File: src/rtl/branch_predict_unit.sv
// Dynamic branch predictor: direct-mapped BTB with per-entry saturating counters,
// combinational IF-stage lookup, EX-stage training and mispredict redirect.
module branch_predict_unit #(
  parameter int ADDR_W  = 32,
  parameter int ENTRIES = 16,
  parameter int CTR_W   = 2,
  parameter int CNT_W   = 16
) (
  input  logic              clock,
  input  logic              reset,
  input  logic [ADDR_W-1:0] if_pc,
  output logic              pred_taken,
  output logic [ADDR_W-1:0] pred_target,
  input  logic              ex_valid,
  input  logic [ADDR_W-1:0] ex_pc,
  input  logic              ex_is_branch,
  input  logic              ex_taken,
  input  logic [ADDR_W-1:0] ex_target,
  input  logic              ex_pred_taken,
  input  logic [ADDR_W-1:0] ex_pred_target,
  input  logic              flush_all,
  output logic              redirect,
  output logic [ADDR_W-1:0] redirect_pc,
  output logic [CNT_W-1:0]  branch_cnt,
  output logic [CNT_W-1:0]  miss_cnt
);

  localparam int IDX_W = $clog2(ENTRIES);
  localparam int TAG_W = ADDR_W - IDX_W - 2;
  localparam logic [CTR_W-1:0] CTR_WEAK = CTR_W'(1) << (CTR_W - 1);

  function automatic logic [CTR_W-1:0] ctr_step(input logic [CTR_W-1:0] c, input logic up);
    if (up)
      return (&c) ? c : c + CTR_W'(1);
    return (c == '0) ? c : c - CTR_W'(1);
  endfunction

  function automatic logic [CNT_W-1:0] cnt_sat_inc(input logic [CNT_W-1:0] c);
    return (&c) ? c : c + CNT_W'(1);
  endfunction

  logic [ENTRIES-1:0] valid_q;
  logic [TAG_W-1:0]   tag_q [ENTRIES];
  logic [ADDR_W-1:0]  tgt_q [ENTRIES];
  logic [CTR_W-1:0]   ctr_q [ENTRIES];

  logic [IDX_W-1:0] if_idx, ex_idx;
  logic [TAG_W-1:0] if_tag, ex_tag;
  logic             if_hit, ex_hit, mispredict;
  logic             unused_pc_bits;

  assign if_idx = if_pc[IDX_W+1:2];
  assign if_tag = if_pc[ADDR_W-1:IDX_W+2];
  assign ex_idx = ex_pc[IDX_W+1:2];
  assign ex_tag = ex_pc[ADDR_W-1:IDX_W+2];
  assign unused_pc_bits = ^{if_pc[1:0], ex_pc[1:0]};

  // Lookup: reads the array as it stands before this cycle's update (no bypass)
  assign if_hit      = valid_q[if_idx] && (tag_q[if_idx] == if_tag);
  assign pred_taken  = if_hit && ctr_q[if_idx][CTR_W-1];
  assign pred_target = pred_taken ? tgt_q[if_idx] : if_pc + ADDR_W'(4);

  assign ex_hit = valid_q[ex_idx] && (tag_q[ex_idx] == ex_tag);

  always_comb begin
    mispredict = 1'b0;
    if (ex_is_branch)
      mispredict = ex_taken ? (!ex_pred_taken || (ex_pred_target != ex_target)) : ex_pred_taken;
    else
      mispredict = ex_pred_taken;
  end

  assign redirect    = ex_valid && mispredict;
  assign redirect_pc = (ex_is_branch && ex_taken) ? ex_target : ex_pc + ADDR_W'(4);

  // Training and performance counters; flush_all overrides any valid-bit write
  always_ff @(posedge clock or negedge reset) begin
    if (!reset) begin
      valid_q    <= '0;
      branch_cnt <= '0;
      miss_cnt   <= '0;
      for (int i = 0; i < ENTRIES; i++) begin
        tag_q[i] <= '0;
        tgt_q[i] <= '0;
        ctr_q[i] <= '0;
      end
    end else begin
      if (ex_valid && ex_is_branch) begin
        if (ex_hit) begin
          ctr_q[ex_idx] <= ctr_step(ctr_q[ex_idx], ex_taken);
          if (ex_taken)
            tgt_q[ex_idx] <= ex_target;
        end else if (ex_taken) begin
          valid_q[ex_idx] <= 1'b1;
          tag_q[ex_idx]   <= ex_tag;
          tgt_q[ex_idx]   <= ex_target;
          ctr_q[ex_idx]   <= CTR_WEAK;
        end
      end else if (ex_valid && ex_hit) begin
        valid_q[ex_idx] <= 1'b0;
      end
      if (flush_all)
        valid_q <= '0;
      if (ex_valid && ex_is_branch)
        branch_cnt <= cnt_sat_inc(branch_cnt);
      if (redirect)
        miss_cnt <= cnt_sat_inc(miss_cnt);
    end
  end

endmodule

File: config.mk
export PLATFORM = sky130hd
export DESIGN_NAME = branch_predict_unit
export DESIGN_NICKNAME = d
export VERILOG_FILES = /design/src/rtl/branch_predict_unit.sv
export SDC_FILE = /design/constraint.sdc
export NUM_CORES = 2
export LEC_CHECK = 0
export ABC_AREA = 1
export CAP_MARGIN = 20
export CORE_ASPECT_RATIO = 1.75
export CORE_MARGIN = 2
export CORE_UTILIZATION = 30
export CTS_CLUSTER_SIZE = 24
export DETAILED_ROUTE_END_ITERATION = 8
export SLEW_MARGIN = 20
export SYNTH_ARGS = -nofsm -noshare
export SYNTH_HDL_FRONTEND = slang
export SYNTH_SLANG_ARGS = --single-unit
export TNS_END_PERCENT = 1
File: constraint.sdc
create_clock -name clock -period 6.95 [get_ports clock]
set_input_delay 2.085 -clock clock [delete_from_list [all_inputs] [get_ports clock]]
set_output_delay 2.085 -clock clock [all_outputs]
set_load 0.1 [all_outputs]
==> out/metrics.csv <==
stage;metric;value;unit
worst_setup_path;critical path type;primary input to primary output;
clocking;Reg clk slew, reported paths;0.06;ns
yosys;ys async rst share;100;%
yosys;Mapped Cells;7533;
yosys;Synth Flop Type;dfrtp_1;
placed_design;hpwl dp;157000;um
worst_setup_path;CP Data Required Time;4.87;ns
timing;Final period util;101;%
clocking;TritonCTS clock tree;built;
worst_setup_path;CP Max Fanout;17;
power;Cell Pwr Density;256;nW/um^2
power;NetSw;5610;uW
timing;Max Clk Rate;143;MHz
route;Pre-antenna DRT Iters;6;
timing;Clock Skew;0.0582;ns
worst_setup_path;Setup crit start kind;primary input;
worst_hold_path;worst min path class;register to register;
yosys;count leader, synth;nand2_1;
placed_design;pre-CTS WS;-0.543;ns
job;number of max-cap violations;0;
outcome;failing checks;setup timing;
final_layout;fin nets;7930;
timing;Final WS setup;-0.0517;ns
route;post-route ant nets;0;
floorplan;core box area;181000;um^2
timing;Slew Limit Headroom;29.0;%
power;Flop pwr share;42.5;%
global_route;Total GRT Usage;24.3;%
floorplan;Ports;233;
outcome;status;complete, but fails checks;
floorplan;Rows;207;
yosys;EDFF count, synth;0;
clocking;Worst-Skew Late Latency;0.77;ns
global_route;first-pass GRT wire length;339000;um
yosys;Warnings, synthesis;0;
yosys;post-synth top area cell;dfrtp_1;
yosys;#FFs+latches synth;1008;
worst_setup_path;worst r2r path cells;16;
power;Peak VDD IR;300;uV
floorplan;Die ar.;186000;um^2
yosys;Synth Net Count;7675;
floorplan;initial core utilization;30.1;%
power;clock network fraction of design power;35.4;%
global_route;largest net degree at the start of global routing;201;
route;drt drc;0;
final_layout;Final Util;36.9;%
global_route;initial antenna violation count;30;
worst_setup_path;arrival time worst endpoint;4.92;ns
route;via count;53900;
global_route;vias in the first global route;51800;
worst_setup_path;Crit. End Element;primary output;
yosys;sequential fraction of the synthesis area;46.2;%
floorplan;DIE HEIGHT;568;um
clocking;Clock Sinks;1008;
power;Sw Share;32.7;%
yosys;synthesized cell area;54600;um^2
power;leakage;0.0312;uW
route;number of vias per cell;5.24;
timing;RSZ-0062 raised after global routing;true;
clocking;Num CTS Buffers;103;
yosys;top post-synthesis cells by area;dfrtp_1 46%, nand2_1 13%, o21ai_0 12%;
route;drt wl/cell;22.6;um
timing;count of final hold-check violations;0;
route;DR iter-0 viols;5922;
yosys;synth unique cells;49;
worst_hold_path;hold path depth;2;
final_layout;layout cell share with drive strength beyond 1;11.3;%
timing;worst-margin pin slew;1.06;ns
yosys;Synth top cells by count;1,922 x nand2_1, 1,293 x o21ai_0, 1,008 x dfrtp_1;
final_layout;Area growth syn-to-layout;22.6;%
clocking;root buffer cell;clkbuf_16;
clocking;Max clock buf depth;3;
power;Power Internal;11500;uW
power;Comb power frac;22.1;%
timing;# setup viols final;20;
placed_design;port bufs;232;
route;routed wire length;232000;um
timing;min cycle time layout;7.00;ns
yosys;top cell type's share of synthesized area;46.2;%
clocking;post-cts hold buffer count;0;
timing;Max Slew Vio Count;0;
global_route;global route total overflow;0;
floorplan;Die X-Extent;326;um
placed_design;routability-driven placement congestion ratio;0.955;
clocking;# H-tree levels;3;
final_layout;Fill cells;18900;
yosys;Syn Area/Cell;7.25;um^2
cell type report:
class / count / area, um^2 / share of cell area, %
inverters: 613 / 2350 / 3.51
clock buffers: 147 / 2980 / 4.46
flip-flops and latches: 1008 / 25200 / 37.7
repair inverters: 1 / 16.3 / 0.0243
diodes: 12 / 30.0 / 0.0449
multi-input cells: 5337 / 24800 / 37.1
clock inverters: 42 / 667 / 0.997
well taps: 2403 / 3010 / 4.49
repair buffers: 724 / 7810 / 11.7
cells by family (layout without fill, tap and decap cells):
family,Yosys count,count (layout),synth area share (%)
multiplexers,1,1,0.0206
other,0,12,0
adder cells (fa/ha/maj),7,7,0.160
XOR/XNOR,98,98,1.57
flip-flops,1008,1008,46.2
buffers and inverters,1188,1527,9.15
AND/OR/NAND/NOR,3137,3137,23.2
AO/OA/AOI/OAI,2094,2094,19.7
worst paths after layout:
path / start / to / slack (ns)
worst min-delay path: tgt_q[75] / tgt_q[75] / 0.48
max in group asynchronous: reset / tag_q[77] / 4.14
worst max-delay path: if_pc[2] / pred_target[17] / -0.05
worst min register to register: tgt_q[75] / tgt_q[75] / 0.48
worst max register to register: tag_q[231] / tag_q[189] / 3.68
min in group asynchronous: reset / branch_cnt[7] / 1.36
sequential cells by signal, indices dropped and copies added (netlist names):
| register | flops |
|---|---|
| valid_q | 16 |
| miss_cnt | 16 |
| ctr_q | 32 |
| branch_cnt | 16 |
| tgt_q | 512 |
| tag_q | 416 |
layer usage:
layer / track usage [%] / vias to the layer above / wire length (um)
met3: 4.88 / 586 / 19900
li1: - / 24900 / -
met1: 29.4 / 25800 / 88400
met5: 0 / - / 81
met2: 39.3 / 2537 / 107000
met4: 15.3 / 12 / 16900
critical path, cell delays in order:
cell,delay [ns]
buf_16,0.16
buf_4,0.19
clkinv_8,0.13
o21ai_1,0.25
nand3_2,0.24
nand3_1,0.15
buf_4,0.11
nand2_2,0.10
o21ai_0,0.28
inv_1,0.07
nand4_1,0.10
nor2_1,0.04
nand2_1,0.12
nor2_4,0.07
buf_6,0.13
buf_12,0.14
buf_4,0.14
o21ai_2,0.16
buf_12,0.20
power groups by stage:
stage | sequential [uW] | clock [uW] | combinational (uW)
detailed placement | 7360 | 0 | 3690
floorplan | 7470 | 0 | 2030
CTS | 7260 | 6150 | 3730
global route | 7370 | 6370 | 4160
finish | 7280 | 6070 | 3780
global placement | 7330 | 0 | 3630
metrics by stage:
| stage | hold WS (ns) | instance area [um^2] | setup TNS (ns) | total power [uW] | cells |
|---|---|---|---|---|---|
| floorplan | 0.448 | 54600 | -6.33 | 9500 | 7533 |
| global placement | 0.460 | 62400 | -14.43 | 11000 | 10100 |
| detailed placement | 0.468 | 62400 | -14.42 | 11100 | 10100 |
| CTS | 0.483 | 66300 | -0.106 | 17100 | 10300 |
| global route | 0.499 | 66900 | -2.66 | 17900 | 10300 |
| finish | 0.483 | 66900 | -0.377 | 17100 | 10300 |
timing repair:
item / CTS / global route
pin swaps: 5 / 22
endpoints found under the setup margin: 40 / 41
setup buffers: 4 / 10
gates resized for setup: 55 / 99
cloned: 3 / 5
hold endpoints to repair: 0 / 0
placed cells by master (no fill, tap or decap), types with 36 or more instances in the layout:
cell type        instances
a21oi_1                641
buf_12                 132
buf_4                  405
clkbuf_16              111
clkdlybuf4s50_1        154
dfrtp_1               1008
inv_1                  579
nand2_1               1895
nand2_2                 36
nand3_1                381
nor2_1                 672
o211ai_1                57
o21ai_0               1256
o21ai_1                 69
o22ai_1                 38
xor2_1                  74
Power figures use the tool's default switching activity.
